### config.mk
export PLATFORM = sky130hd
export DESIGN_NAME = mul_issue_scheduler
export DESIGN_NICKNAME = d
export VERILOG_FILES = /design/src/rtl/mul_issue_scheduler_pkg.sv /design/src/rtl/mul_issue_scheduler_rr_arbiter.sv /design/src/rtl/mul_issue_scheduler.sv
export SDC_FILE = /design/constraint.sdc
export NUM_CORES = 1
export LEC_CHECK = 0
export ABC_AREA = 1
export BUFFER_PORTS_ARGS = -buffer_cell sky130_fd_sc_hd__buf_2
export CAP_MARGIN = 20
export CORE_MARGIN = 8
export CORE_UTILIZATION = 40
export DETAILED_ROUTE_END_ITERATION = 8
export PLACE_DENSITY = 0.78
export SYNTH_ARGS = -nofsm -noshare
export SYNTH_HDL_FRONTEND = slang
export SYNTH_SLANG_ARGS = --single-unit
### constraint.sdc
create_clock -name clk -period 4.3 [get_ports clk]
set_input_delay 0.215 -clock clk [delete_from_list [all_inputs] [get_ports clk]]
set_output_delay 0.215 -clock clk [all_outputs]
set_load 0.02 [all_outputs]
### src/rtl/mul_issue_scheduler_pkg.sv
// Shared widths, defaults and the pipeline stage record for the multiply issue scheduler.
package mul_issue_scheduler_pkg;
  localparam int DATA_W     = 32;
  localparam int TAG_W      = 4;
  localparam int PROD_W     = 2 * DATA_W;
  localparam int NUM_RS_DEF = 3;
  localparam int LAT_DEF    = 2;

  typedef struct packed {
    logic              vld;
    logic [TAG_W-1:0]  tag;
    logic [PROD_W-1:0] data;
  } prod_stage_t;
endpackage

### src/rtl/mul_issue_scheduler_rr_arbiter.sv
// Round-robin arbiter: first requester at or after ptr_i (wrapping) wins; next pointer follows the winner.
module rr_arbiter #(
  parameter int NUM_RS = 3,
  parameter int PTR_W  = (NUM_RS > 1) ? $clog2(NUM_RS) : 1
) (
  input  logic [NUM_RS-1:0] req_i,
  input  logic              en_i,
  input  logic [PTR_W-1:0]  ptr_i,
  output logic [NUM_RS-1:0] grant_o,
  output logic [PTR_W-1:0]  ptr_next_o
);
  logic [PTR_W:0]   sum;
  logic [PTR_W-1:0] idx;
  logic             found;

  always_comb begin
    grant_o    = '0;
    ptr_next_o = ptr_i;
    found      = 1'b0;
    sum        = '0;
    idx        = '0;
    for (int k = 0; k < NUM_RS; k++) begin
      sum = {1'b0, ptr_i} + (PTR_W+1)'(k);
      if (sum >= (PTR_W+1)'(NUM_RS)) sum = sum - (PTR_W+1)'(NUM_RS);
      idx = sum[PTR_W-1:0];
      if (en_i && !found && req_i[idx]) begin
        grant_o[idx] = 1'b1;
        found        = 1'b1;
        ptr_next_o   = (idx == PTR_W'(NUM_RS-1)) ? '0 : idx + PTR_W'(1);
      end
    end
  end
endmodule

### src/rtl/mul_issue_scheduler.sv
// Issues one ready multiply per cycle into the shared multiplier and carries product+tag
// through a lock-step pipeline into a CDB output buffer.
module mul_issue_scheduler
  import mul_issue_scheduler_pkg::*;
#(
  parameter int NUM_RS = NUM_RS_DEF,
  parameter int LAT    = LAT_DEF
) (
  input  logic                     clk,
  input  logic                     reset,
  input  logic                     flush,
  input  logic [NUM_RS-1:0]        req,
  input  logic [NUM_RS*DATA_W-1:0] req_a,
  input  logic [NUM_RS*DATA_W-1:0] req_b,
  input  logic [NUM_RS*TAG_W-1:0]  req_tag,
  output logic [NUM_RS-1:0]        grant,
  output logic [DATA_W-1:0]        mul_a,
  output logic [DATA_W-1:0]        mul_b,
  input  logic [PROD_W-1:0]        mul_p,
  output logic                     cdb_req,
  input  logic                     cdb_grant,
  output logic [TAG_W-1:0]         cdb_tag,
  output logic [PROD_W-1:0]        cdb_data,
  output logic                     busy
);
  localparam int PTR_W = (NUM_RS > 1) ? $clog2(NUM_RS) : 1;

  logic [PTR_W-1:0]  ptr_q, ptr_d;
  logic [NUM_RS-1:0] grant_w;
  logic              adv, arb_en;
  logic              s0_vld_q;
  logic [TAG_W-1:0]  s0_tag_q;
  logic [DATA_W-1:0] mul_a_q, mul_b_q;
  logic [DATA_W-1:0] sel_a, sel_b;
  logic [TAG_W-1:0]  sel_tag;
  prod_stage_t       s1_in, tail, obuf_q;
  logic              tail_busy;

  // A full buffer that the CDB is not taking freezes every stage at once.
  assign adv    = !(obuf_q.vld && !cdb_grant);
  assign arb_en = adv && !flush && !reset;

  rr_arbiter #(.NUM_RS(NUM_RS), .PTR_W(PTR_W)) u_arb (
    .req_i      (req),
    .en_i       (arb_en),
    .ptr_i      (ptr_q),
    .grant_o    (grant_w),
    .ptr_next_o (ptr_d)
  );

  always_comb begin
    sel_a   = '0;
    sel_b   = '0;
    sel_tag = '0;
    for (int i = 0; i < NUM_RS; i++) begin
      if (grant_w[i]) begin
        sel_a   = req_a[i*DATA_W +: DATA_W];
        sel_b   = req_b[i*DATA_W +: DATA_W];
        sel_tag = req_tag[i*TAG_W +: TAG_W];
      end
    end
  end

  assign s1_in = {s0_vld_q, s0_tag_q, mul_p};

  always_ff @(posedge clk) begin
    if (reset) begin
      s0_vld_q <= 1'b0;
      s0_tag_q <= '0;
      mul_a_q  <= '0;
      mul_b_q  <= '0;
      obuf_q   <= '0;
      ptr_q    <= '0;
    end else if (flush) begin
      s0_vld_q   <= 1'b0;
      obuf_q.vld <= 1'b0;
    end else if (adv) begin
      s0_vld_q <= |grant_w;
      if (|grant_w) begin
        mul_a_q  <= sel_a;
        mul_b_q  <= sel_b;
        s0_tag_q <= sel_tag;
      end
      obuf_q <= tail;
      ptr_q  <= ptr_d;
    end
  end

  generate
    if (LAT == 1) begin : g_direct
      assign tail      = s1_in;
      assign tail_busy = 1'b0;
    end else begin : g_pipe
      prod_stage_t pr_q [LAT-1];

      always_ff @(posedge clk) begin
        if (reset) begin
          for (int i = 0; i < LAT-1; i++) pr_q[i] <= '0;
        end else if (flush) begin
          for (int i = 0; i < LAT-1; i++) pr_q[i].vld <= 1'b0;
        end else if (adv) begin
          pr_q[0] <= s1_in;
          for (int i = 1; i < LAT-1; i++) pr_q[i] <= pr_q[i-1];
        end
      end

      always_comb begin
        tail_busy = 1'b0;
        for (int i = 0; i < LAT-1; i++) tail_busy = tail_busy | pr_q[i].vld;
      end

      assign tail = pr_q[LAT-2];
    end
  endgenerate

  assign grant    = grant_w;
  assign mul_a    = mul_a_q;
  assign mul_b    = mul_b_q;
  assign cdb_req  = obuf_q.vld && !reset;
  assign cdb_tag  = obuf_q.tag;
  assign cdb_data = obuf_q.data;
  assign busy     = s0_vld_q | tail_busy | obuf_q.vld;
endmodule

==> impl_metrics.env <==
export IMPL_vias=10183
export IMPL_worst_pin_slew_ns=1.06
export IMPL_drt_iter0_markers=687
export IMPL_grt_usage_pct=20.8
export IMPL_nFillCells=2456
export IMPL_clock_tree_root_cell="clkbuf_16"
export IMPL_fmax_mhz=293
export IMPL_cp_slowest_stage_delay_ns=0.44
export IMPL_final_nets=2012
export IMPL_synthMuxAreaShare_pct=0
export IMPL_yosysTopAreaCell="dfxtp_1"
export IMPL_pre_cts_ws_ns=1.31
export IMPL_rows=58
export IMPL_insertion_delay_ns=0.51
export IMPL_slew_headroom_pct=29.2
export IMPL_yosysWarnings=0
export IMPL_htreeDepth=1
export IMPL_first_global_vias=9995
export IMPL_slowest_stage="inv_2"
export IMPL_status="complete, no violations"
export IMPL_viasPerCell=4.88
export IMPL_clock_sinks=209
export IMPL_die_height_microns=176
export IMPL_postCtsResizedCells=0
export IMPL_netlist_area_sq_mm=0.0103
export IMPL_synthCells=1428
export IMPL_layout_min_cycle_time_ns=3.41
export IMPL_clk_pin_slew_ns=0.06
export IMPL_die_area_sq_mm=0.0311
export IMPL_setup_tns_ns=0
export IMPL_hold_viol_final=0
export IMPL_path_max_fanout=30
export IMPL_die_x_microns=176
export IMPL_drive_gt1_share_pct=27.3
export IMPL_final_setup_viol_count=0
export IMPL_drtPass1Iterations=5
export IMPL_yosys_top_cells_area="dfxtp_1, edfxtp_1, nand2_1"
export IMPL_required_ns=4.09
export IMPL_io_buffers=411
export IMPL_utilization_pct=51.4
export IMPL_syn2layout_area_growth_pct=26.1
export IMPL_worstPathCellList="inv_1, ha_1, inv_2, nand2_1, nand3_1, nand2_2, nor2_2, nand2_2, nor2_2, nor2_4, inv_2, buf_4, buf_2"
export IMPL_numCtsBuffers=23
export IMPL_synthAdderAreaFrac_pct=0.486
export IMPL_leakage_nw=7.12
export IMPL_busiest_layer="met2"
export IMPL_drv_slew=0
export IMPL_clock_skew_ns=0.0129
export IMPL_antenna_found_initial=10
export IMPL_synthesis_nets=1707
export IMPL_gr_usage_met3_pct=5.43
export IMPL_grt_max_degree=107
export IMPL_cp_end_kind="output port"
export IMPL_critPathLaunchType="flip-flop"
export IMPL_hpwl_mm=24.9
export IMPL_worstPathArrival_ns=3.20
export IMPL_yosys_area_share_simple_pct=30.7
export IMPL_synth_avg_cell_area_sq_um=7.21
export IMPL_core_sq_mm=0.0253
export IMPL_cts_tree="yes"
export IMPL_irDropWorstVdd_uv=314
export IMPL_grt_pass1_wl_mm=52.4
export IMPL_seq_area_frac_synth_pct=47.4
export IMPL_gp_congestion=0.914
export IMPL_synth_compound_area_share_pct=7.09
export IMPL_final_antenna_net_count=0
export IMPL_synthDistinctLibCells=24
export IMPL_drv_cap=0
export IMPL_finalCritPeriodShare_pct=79.4
export IMPL_power_density_mw_per_mm2=455
export IMPL_synth_xor_area_share_pct=0
export IMPL_initial_core_util_pct=40.8
export IMPL_use_met1_pct=23.4
export IMPL_holdCritPathClass="in2reg"
export IMPL_grt_overflow=0
export IMPL_rsz0062_at_grt="false"
export IMPL_crit_type="reg2out"
export IMPL_p_total_mw=5.90
export IMPL_wl_mm=34.5
export IMPL_drcViolationCount=0
export IMPL_grtUsageMet2_pct=36.7
export IMPL_ios=412
export IMPL_synth_seq_cells=209
export IMPL_cts_buffer_depth=3
export IMPL_post_drt_wl_per_cell_microns=16.5
export IMPL_yosysTopAreaCellShare_pct=27.2
export IMPL_synth_top_family_by_area="simple AND/OR/NAND/NOR gates"
export IMPL_timing_final_ws_setup_ns=0.886
[metrics by stage]
| stage | cells | hold slack (ns) | instance area, sq um |
|---|---|---|---|
| floorplan | 1428 | 0.284 | 10300 |
| global placement | 2024 | 0.421 | 12000 |
| detailed placement | 2024 | 0.426 | 12000 |
| CTS | 2080 | 0.000395 | 13000 |
| global route | 2086 | 0.00284 | 13000 |
| finish | 2088 | 0.0157 | 13000 |
[worst max-delay path: cells and delay by family (launching register included)]
family | cells | cell delay [ns]
adder cells (fa/ha/maj) | 1 | 0.37
flip-flops | 1 | 0.39
AND/OR/NAND/NOR | 7 | 0.69
buffers and inverters | 5 | 1.23
[layer usage]
layer | wire length, microns | up-vias
met2 | 17000 | 474
met1 | 13200 | 4636
met3 | 3140 | 79
met4 | 1270 | 2
li1 | - | 4992
met5 | 11 | -
[area by class of cell]
cell class                      count  area [sq um]  share of cell area, %
Timing Repair Buffer              435          2280                   17.6
Sequential cell                   209          4870                   37.6
Multi-Input combinational cell    910          3980                   30.7
Tap cell                          330           413                   3.18
Inverter                          154           581                   4.47
Clock buffer                       28           614                   4.73
Clock inverter                     14           211                   1.63
Antenna cell                        8          20.0                  0.154
[power breakdown]
part | total (mW) | internal (mW) | switching, mW
logic | 1.34 | 0.460 | 0.882
registers | 2.42 | 2.30 | 0.120
clock network | 2.15 | 1.33 | 0.820
total | 5.90 | 4.08 | 1.82
[kinds of logic after synthesis]
logic type,count (synthesis)
simple gates,763
compound gates,143
flops,209
fa+ha+maj,4
buf+inv,309
[sequential cells by signal, indices dropped and copies added (netlist names)]
| name | cells |
|---|---|
| cdb_data | 64 |
| cdb_tag | 4 |
| g_pipe.pr_q | 69 |
| mul_a | 32 |
| mul_b | 32 |
| obuf_q | 1 |
| ptr_q | 2 |
| s0_tag_q | 4 |
| s0_vld_q | 1 |
[synthesized netlist by cell type, drive strengths merged]
cell type / number
clkbuf: 51
o211ai: 1
a21oi: 110
ha: 4
nor2: 145
dfxtp: 140
nand4: 1
nand3b: 25
nand2: 473
o21ai: 32
buf: 104
inv: 154
nand3: 119
edfxtp: 69
[final timing paths]
| path | start | to | slack [ns] | depth (start not counted) |
|---|---|---|---|---|
| worst max-delay path | ptr_q[0]$_SDFFE_PP0P_ | grant[2] | 0.89 | 13 |
| worst min register to register | g_pipe.pr_q[0][61]$_SDFFCE_PN0P_ | cdb_data[61]$_SDFFE_PP0P_ | 0.44 | 2 |
| worst min-delay path | mul_p[46] | g_pipe.pr_q[0][46]$_SDFFCE_PN0P_ | 0.02 | 3 |
| worst max register to register | ptr_q[0]$_SDFFE_PP0P_ | mul_b[29]$_SDFFE_PP0P_ | 1.29 | 14 |
[repair_timing]
| action | CTS | global route |
|---|---|---|
| setup buffers | 0 | 0 |
| hold buffers | 14 | 0 |
| hold endpoints to repair | 14 | 0 |
[placed cells by master, fill, tap and decap left out, drive strengths merged, types with 25 or more instances in the layout]
cell	netlist	final
nand2	473	473
buf	104	421
inv	154	156
nor2	145	145
dfxtp	140	140
nand3	119	119
a21oi	110	110
edfxtp	69	69
o21ai	32	32
clkbuf	51	28
nand3b	25	25
Note: power is estimated with default switching activity, not from simulation.
